## src/rtl/kong_controller.sv

```systemverilog
// kong_controller: movement and animation controller for Kong.
//
// Collision edges and rope hits are OR-accumulated while the frame is
// drawn. On each start_of_frame pulse the FSM and the physics (position,
// vertical velocity, facing direction, sprite icon) advance by one frame.
// All outputs are registered and change one cycle after start_of_frame.
//
// Optional feature: define KONG_ROPE_EN to enable rope climbing
// (CLIMBING and JUMPING_FROM_ROPE states). Without it rope_hit is ignored.
//
// Ports:
//   clk            system clock
//   resetN         asynchronous active-low reset
//   start_of_frame one-cycle pulse per video frame
//   key_left/right/up/down/jump   level keys
//   plat_edge[3:0] platform collision edges, indexed by E_*
//   rope_hit       Kong/rope overlap pulse
//   kong_x, kong_y top-left corner of Kong
//   state          current FSM state
//   icon           sprite selector
//   direction      facing direction
//
// state                       | meaning
// KONG_IS_STANDING            | on a platform (or the screen floor)
// KONG_IS_JUMPING             | airborne, may land or grab a rope
// KONG_IS_JUMPING_IN_PLATFORM | rising through a platform, landing ignored
// KONG_IS_CLIMBING            | on a rope, vertical key motion only
// KONG_IS_JUMPING_FROM_ROPE   | airborne after leaving a rope, no re-grab

package kong_pkg;
  typedef logic [10:0] location;
  typedef enum logic [2:0] {
    KONG_IS_STANDING, KONG_IS_JUMPING, KONG_IS_JUMPING_IN_PLATFORM,
    KONG_IS_CLIMBING, KONG_IS_JUMPING_FROM_ROPE
  } kong_state;
  typedef enum logic [2:0] {
    KONG_STAND, KONG_WALK_LEFT, KONG_WALK_RIGHT, KONG_JUMP_LEFT,
    KONG_JUMP_RIGHT, KONG_CLIMB_LEFT, KONG_CLIMB_RIGHT
  } kong_icon;
  typedef enum logic {KONG_LOOK_LEFT, KONG_LOOK_RIGHT} kong_direction;
  localparam int E_LEFT = 0, E_TOP = 1, E_RIGHT = 2, E_BOTTOM = 3;
  localparam int SCREEN_WIDTH = 640, KONG_WIDTH = 64;
  localparam int SCREEN_HIGHT = 480, KONG_HIGHT = 48;
endpackage

module kong_controller
  import kong_pkg::*;
#(
  parameter location INIT_X      = 11'd32,
  parameter location INIT_Y      = 11'd384,
  parameter int      WALK_SPEED  = 2,
  parameter int      CLIMB_SPEED = 2,
  parameter int      JUMP_VY     = -8,
  parameter int      MAX_VY      = 8
) (
  input  logic          clk,
  input  logic          resetN,
  input  logic          start_of_frame,
  input  logic          key_left,
  input  logic          key_right,
  input  logic          key_up,
  input  logic          key_down,
  input  logic          key_jump,
  input  logic [3:0]    plat_edge,
  input  logic          rope_hit,
  output location       kong_x,
  output location       kong_y,
  output kong_state     state,
  output kong_icon      icon,
  output kong_direction direction
);

  localparam logic signed [12:0] X_MAX        = 13'(SCREEN_WIDTH - KONG_WIDTH);
  localparam logic signed [12:0] Y_MAX        = 13'(SCREEN_HIGHT - KONG_HIGHT);
  localparam location            Y_FLOOR      = 11'(SCREEN_HIGHT - KONG_HIGHT);
  localparam location            X_RIGHT      = 11'(SCREEN_WIDTH - KONG_WIDTH);
  localparam logic signed [12:0] WALK         = 13'(WALK_SPEED);
  localparam logic signed [10:0] CLIMB        = 11'(CLIMB_SPEED);
  localparam logic signed [10:0] VY_MAX       = 11'(MAX_VY);
  localparam logic signed [10:0] VY_JUMP      = 11'(JUMP_VY);
  localparam logic signed [10:0] VY_ROPE_JUMP = 11'(JUMP_VY / 2);

  logic [3:0]         edge_l, edges;
  logic               rope_now, bottom, climbing, move_l, move_r;
  logic signed [10:0] vy, vy_pre, vy_inc, vy_nxt, y_delta, climb_delta;
  logic signed [12:0] x_sum, y_sum;
  location            x_nxt, y_nxt;
  kong_state          state_nxt;
  kong_icon           icon_nxt;
  kong_direction      dir_nxt;
  logic [2:0]         climb_cnt, climb_cnt_nxt;
  logic               climb_phase, climb_phase_nxt;

  // A pulse coincident with start_of_frame belongs to the closing frame.
  assign edges = edge_l | plat_edge;

`ifdef KONG_ROPE_EN
  logic rope_l;
  always_ff @(posedge clk or negedge resetN) begin
    if (!resetN)             rope_l <= 1'b0;
    else if (start_of_frame) rope_l <= 1'b0;
    else                     rope_l <= rope_l | rope_hit;
  end
  assign rope_now = rope_l | rope_hit;
`else
  logic unused_rope;
  assign unused_rope = rope_hit;
  assign rope_now    = 1'b0;
`endif

  always_ff @(posedge clk or negedge resetN) begin
    if (!resetN) begin
      edge_l      <= 4'b0;
      state       <= KONG_IS_STANDING;
      kong_x      <= INIT_X;
      kong_y      <= INIT_Y;
      vy          <= '0;
      icon        <= KONG_STAND;
      direction   <= KONG_LOOK_RIGHT;
      climb_cnt   <= 3'd0;
      climb_phase <= 1'b0;
    end else begin
      edge_l <= start_of_frame ? 4'b0 : edges;
      if (start_of_frame) begin
        state       <= state_nxt;
        kong_x      <= x_nxt;
        kong_y      <= y_nxt;
        vy          <= vy_nxt;
        icon        <= icon_nxt;
        direction   <= dir_nxt;
        climb_cnt   <= climb_cnt_nxt;
        climb_phase <= climb_phase_nxt;
      end
    end
  end

  // Next state plus the velocity used for this frame's vertical step.
  always_comb begin
    bottom    = edges[E_BOTTOM] | (kong_y == Y_FLOOR);
    state_nxt = state;
    vy_pre    = vy;
    case (state)
      KONG_IS_STANDING: begin
        vy_pre = '0;
        if (key_jump) begin
          vy_pre    = VY_JUMP;
          state_nxt = KONG_IS_JUMPING;
        end else if (rope_now && (key_up || key_down))
          state_nxt = KONG_IS_CLIMBING;
        else if (!bottom)
          state_nxt = KONG_IS_JUMPING;
      end
      KONG_IS_JUMPING, KONG_IS_JUMPING_FROM_ROPE: begin
        if (vy[10] && edges[E_TOP])
          state_nxt = KONG_IS_JUMPING_IN_PLATFORM;
        else if (vy > 11'sd0 && bottom) begin
          vy_pre    = '0;
          state_nxt = KONG_IS_STANDING;
        end else if (state == KONG_IS_JUMPING) begin
          if (rope_now && key_up) begin
            vy_pre    = '0;
            state_nxt = KONG_IS_CLIMBING;
          end
        end else if (!rope_now)
          state_nxt = KONG_IS_JUMPING;
      end
      KONG_IS_JUMPING_IN_PLATFORM: begin
        if (edges == 4'b0) state_nxt = KONG_IS_JUMPING;
      end
      KONG_IS_CLIMBING: begin
        vy_pre = '0;
        if (key_jump) begin
          vy_pre    = VY_ROPE_JUMP;
          state_nxt = KONG_IS_JUMPING_FROM_ROPE;
        end else if (bottom && key_down)
          state_nxt = KONG_IS_STANDING;
        else if (!rope_now)
          state_nxt = KONG_IS_JUMPING;
      end
      default: state_nxt = KONG_IS_STANDING;
    endcase
  end

  // Physics, facing, climb animation and icon for the coming frame.
  always_comb begin
    climbing = (state == KONG_IS_CLIMBING);
    move_l   = key_left & ~key_right & ~edges[E_LEFT] & ~climbing;
    move_r   = key_right & ~key_left & ~edges[E_RIGHT] & ~climbing;

    x_sum = $signed({2'b00, kong_x});
    if (move_l) x_sum = x_sum - WALK;
    if (move_r) x_sum = x_sum + WALK;
    if (x_sum[12])          x_nxt = 11'd0;
    else if (x_sum > X_MAX) x_nxt = X_RIGHT;
    else                    x_nxt = x_sum[10:0];

    climb_delta = '0;
    if (key_up && !key_down)      climb_delta = -CLIMB;
    else if (key_down && !key_up) climb_delta = CLIMB;

    // Rope motion replaces gravity except on the frame Kong leaps off.
    if (climbing && state_nxt != KONG_IS_JUMPING_FROM_ROPE) y_delta = climb_delta;
    else                                                    y_delta = vy_pre;
    y_sum = $signed({2'b00, kong_y}) + $signed({{2{y_delta[10]}}, y_delta});
    if (y_sum[12])          y_nxt = 11'd0;
    else if (y_sum > Y_MAX) y_nxt = Y_FLOOR;
    else                    y_nxt = y_sum[10:0];

    vy_inc = vy_pre + 11'sd1;
    if (state_nxt == KONG_IS_STANDING || state_nxt == KONG_IS_CLIMBING) vy_nxt = '0;
    else if (vy_inc > VY_MAX)                                           vy_nxt = VY_MAX;
    else                                                                vy_nxt = vy_inc;

    dir_nxt = direction;
    if (key_left && !key_right)      dir_nxt = KONG_LOOK_LEFT;
    else if (key_right && !key_left) dir_nxt = KONG_LOOK_RIGHT;

    climb_cnt_nxt   = climb_cnt;
    climb_phase_nxt = climb_phase;
    if (state_nxt == KONG_IS_CLIMBING) begin
      if (!climbing) begin
        climb_cnt_nxt   = 3'd0;
        climb_phase_nxt = 1'b0;
      end else if (climb_delta != 11'sd0) begin
        climb_cnt_nxt = climb_cnt + 3'd1;
        if (climb_cnt == 3'd7) climb_phase_nxt = ~climb_phase;
      end
    end

    case (state_nxt)
      KONG_IS_STANDING: begin
        if (x_nxt < kong_x)      icon_nxt = KONG_WALK_LEFT;
        else if (x_nxt > kong_x) icon_nxt = KONG_WALK_RIGHT;
        else                     icon_nxt = KONG_STAND;
      end
      KONG_IS_CLIMBING: icon_nxt = climb_phase_nxt ? KONG_CLIMB_RIGHT : KONG_CLIMB_LEFT;
      default: icon_nxt = (dir_nxt == KONG_LOOK_LEFT) ? KONG_JUMP_LEFT : KONG_JUMP_RIGHT;
    endcase
  end

endmodule

```

## config.mk

```make
export PLATFORM = sky130hd
export DESIGN_NAME = kong_controller
export DESIGN_NICKNAME = d
export VERILOG_FILES = /design/src/rtl/kong_controller.sv
export SDC_FILE = /design/constraint.sdc
export NUM_CORES = 1
export LEC_CHECK = 0
export CORE_ASPECT_RATIO = 0.5
export CORE_MARGIN = 2
export CORE_UTILIZATION = 25
export CTS_CLUSTER_SIZE = 14
export DETAILED_ROUTE_END_ITERATION = 8
export DONT_BUFFER_PORTS = 1
export MAX_ROUTING_LAYER = met4
export PLACE_DENSITY_LB_ADDON = 0.12
export SYNTH_ARGS = -nofsm -noshare
export SYNTH_HDL_FRONTEND = slang
export SYNTH_SLANG_ARGS = --single-unit
```

## constraint.sdc

```tcl
create_clock -name clk -period 7.7 [get_ports clk]
set_input_delay 1.155 -clock clk [delete_from_list [all_inputs] [get_ports clk]]
set_output_delay 1.155 -clock clk [all_outputs]
set_load 0.03 [all_outputs]
```

==> impl_metrics.toml <==
[yosys]
ys_warn_count = 0
syn_nets = 561
synth_seq_area_share_pct = 26.6
synthArstFlopShare_pct = 100
synth-main-ff-cell = "dfrtp_1"
syn_avg_cell_area_um2 = 8.03
syn-cell-area_um2 = 4160
syn_inst = 518
synth-edff-count = 0
ys_ff_latch = 44
synth_cell_types = 76

[grt]
grtUsageTotal_pct = 14.6
grt_pass1_vias = 3586
globalRouteOverflowTotal = 0
antenna_found_initial = 0
grt_max_degree = 45
grt_first_pass_wirelength_um = 20100

[routing]
drtIter0Drc = 257
drtPass1Iterations = 4
ant_nets = 0
post_drt_wl_per_cell_um = 16.7
drcViolationCount = 0
wl_um = 12100
num_vias = 3659
routed_via_density = 5.03

[setup_path]
r2r-start = "state[0]"
slowest_delay_ns = 0.52
end_kind = "flip-flop"
arrival_ns = 5.93
slowest_stage = "nor4b_4"
path_cells = "nor4b_4 -> nand2_1 -> xnor2_1 -> ha_1 -> or3_1 -> a21o_1 -> a211oi_1 -> a41oi_1 -> o21a_1 -> or2_1 -> a21oi_1 -> ha_1 -> nor2b_1 -> o21a_1 -> o21ai_0 -> nand2b_1 -> a21oi_1 -> o21a_1 -> o21ai_0 -> mux2_2 -> a21oi_1"
cp_max_fo = 8
cp_num_buf_inv = 0
cp_top_family = "compound AO/OA/AOI/OAI gates"
critPathRequiredTime_ns = 7.93
worstSetupPathType = "input pin to flip-flop"
crit_start = "key_right"
start_kind = "input pin"

[layout]
layout_common_cells = "nor2_1, nand2_1, dfrtp_1"
n_antenna_cell = 0
drive_gt1_share_pct = 7.00
final_common_cell = "nor2_1"
fin_util_pct = 27.5
nNetsFinal = 542
areaGrowthSynthToFinish_pct = 7.91
final_cells = 727

[run]
cap_violations = 0

[clocking]
cts.clk_slew.worst_paths_ns = 0.07
cts_resized = 0
cts_tree = "done"
h-tree-depth = 2
insertion_delay_ns = 0.30
cts_hold_buffers = 0
cts_buffers = 5
post_cts_buffers = 0
root_buffer = "clkbuf_16"
cts.sinks = 44
clockBufferDepth = 2

[placement]
dp.final_hpwl_um = 9210
gp_congestion = 0.813
dp_cells = 719
numPortBuffers = 0
dp_slack_ns = 1.69

[power]
vdd_drop_max_mv = 0.0945
p_seq_share_pct = 28.3
switching_power_mw = 0.988
power.leakage_nw = 1.77
p_int_mw = 0.908
combPwrFrac_pct = 59.7
pwr-share-clk_pct = 12.0
power_density_nw_per_um2 = 422
switching_share_pct = 52.1

[sta]
slew-limit-headroom_pct = 43.2
setup_ws_ns = 2.00
rsz0062_at_grt = "false"
hold_viol = 0
finalCriticalPeriod_ns = 5.70
tightest_slew_ns = 0.846
min_period_over_period_pct = 74.1
finClkSkew_ns = 0.0122
timing.hold.ws_ns = 0.515
setup_viol = 0
clock.fmax_ghz = 0.175
fin_tns_setup_ns = 0
drv_slew = 0

[floorplanning]
ios = 42
die_h_um = 95.2
core_area_um2 = 16400
die_area_um2 = 17800
die_w_um = 186
num_rows = 33
initial_core_util_pct = 25.5

[worst_hold_path]
min_path_type = "flip-flop to flip-flop"
hp-start = "edge_l[2]"

[status]
outcome = "complete, no violations"
## through the flow
stage	cell area, um2	power [mW]
floorplan	4160	1.41
global route	4490	2.09
detailed placement	4340	1.68
finish	4490	1.90
CTS	4490	1.92
global placement	4340	1.68
## worst min-delay path, cell delays in order (launching register included)
cell and delay (ns):
dfrtp_1 0.35, nor2_1 0.05, nor2_1 0.07
## cells by family (layout without fill, tap and decap cells)
family                     Yosys count  in the layout  synth area share, %
AOI/OAI and AO/OA                  147            147                 24.6
xor gates and xnor gates            26             26                 5.47
adders and majority gates           30             30                 9.20
buffers and inverters               54             36                 5.32
DFF                                 44             44                 26.6
muxes                               17             17                 4.36
other                                1              1               0.0901
and+or+nand+nor                    199            199                 24.4
## state kept, by name, indices dropped and copies added (netlist names)
name and cells:
vy 11, icon 3, kong_y 11, edge_l 4, kong_x 11, direction 1, state 3
## path summary, 6_finish.rpt
kind	end	slack, ns	depth (start not counted)
max	icon[0]	2.00	21
min	edge_l[2]	0.52	2
max reg2reg	icon[0]	2.04	21
min reg2reg	edge_l[2]	0.52	2
max in group asynchronous	kong_x[5]	6.97	0
min in group asynchronous	kong_y[1]	0.55	0
## power groups by stage
stage | combinational [mW] | clock, mW | sequential [mW]
global route | 1.28 | 0.249 | 0.555
floorplan | 0.958 | 0 | 0.449
detailed placement | 1.13 | 0 | 0.543
global placement | 1.14 | 0 | 0.545
finish | 1.13 | 0.228 | 0.536
CTS | 1.14 | 0.239 | 0.538
## per-layer routing
metal | part of all wire [%] | vias to the layer above | wire length, um | track usage (%)
met4 | 0.80 | 0 | 97 | 2.65
li1 | - | 1854 | - | -
met5 | 0 | - | 0 | -
met2 | 44 | 43 | 5360 | 23.5
met1 | 52 | 1755 | 6300 | 19.6
met3 | 3.0 | 7 | 369 | 2.32
## layout make-up
class,count,area (um2)
flip-flops and latches,44,1110
inverters,26,97.6
clock inverters,2,15.0
repair buffers,2,15.0
clock buffers,6,139
fillers,1792,11900
well taps,227,284
multi-input cells,420,2830
## synthesized netlist by cell type, types with 7 or more instances
cell type / instances / area [um2]
xnor2_1: 22 / 193
nor2_1: 55 / 206
or3_1: 7 / 43.8
o2bb2ai_1: 8 / 70.1
and2_1: 12 / 75.1
nand3_1: 13 / 65.1
o21ai_0: 19 / 95.1
nor3_1: 10 / 50.1
ha_1: 29 / 363
mux2i_1: 8 / 80.1
a21oi_1: 38 / 190
nand4_1: 10 / 62.6
nor4b_1: 7 / 61.3
nor2b_1: 8 / 50.1
nand2_1: 49 / 184
a31oi_1: 12 / 75.1
mux2_2: 9 / 101
dfrtp_1: 40 / 1000
clkbuf_1: 19 / 71.3
inv_1: 24 / 90.1
o21a_1: 7 / 52.6
No activity file was read; power rests on OpenSTA's default activity.
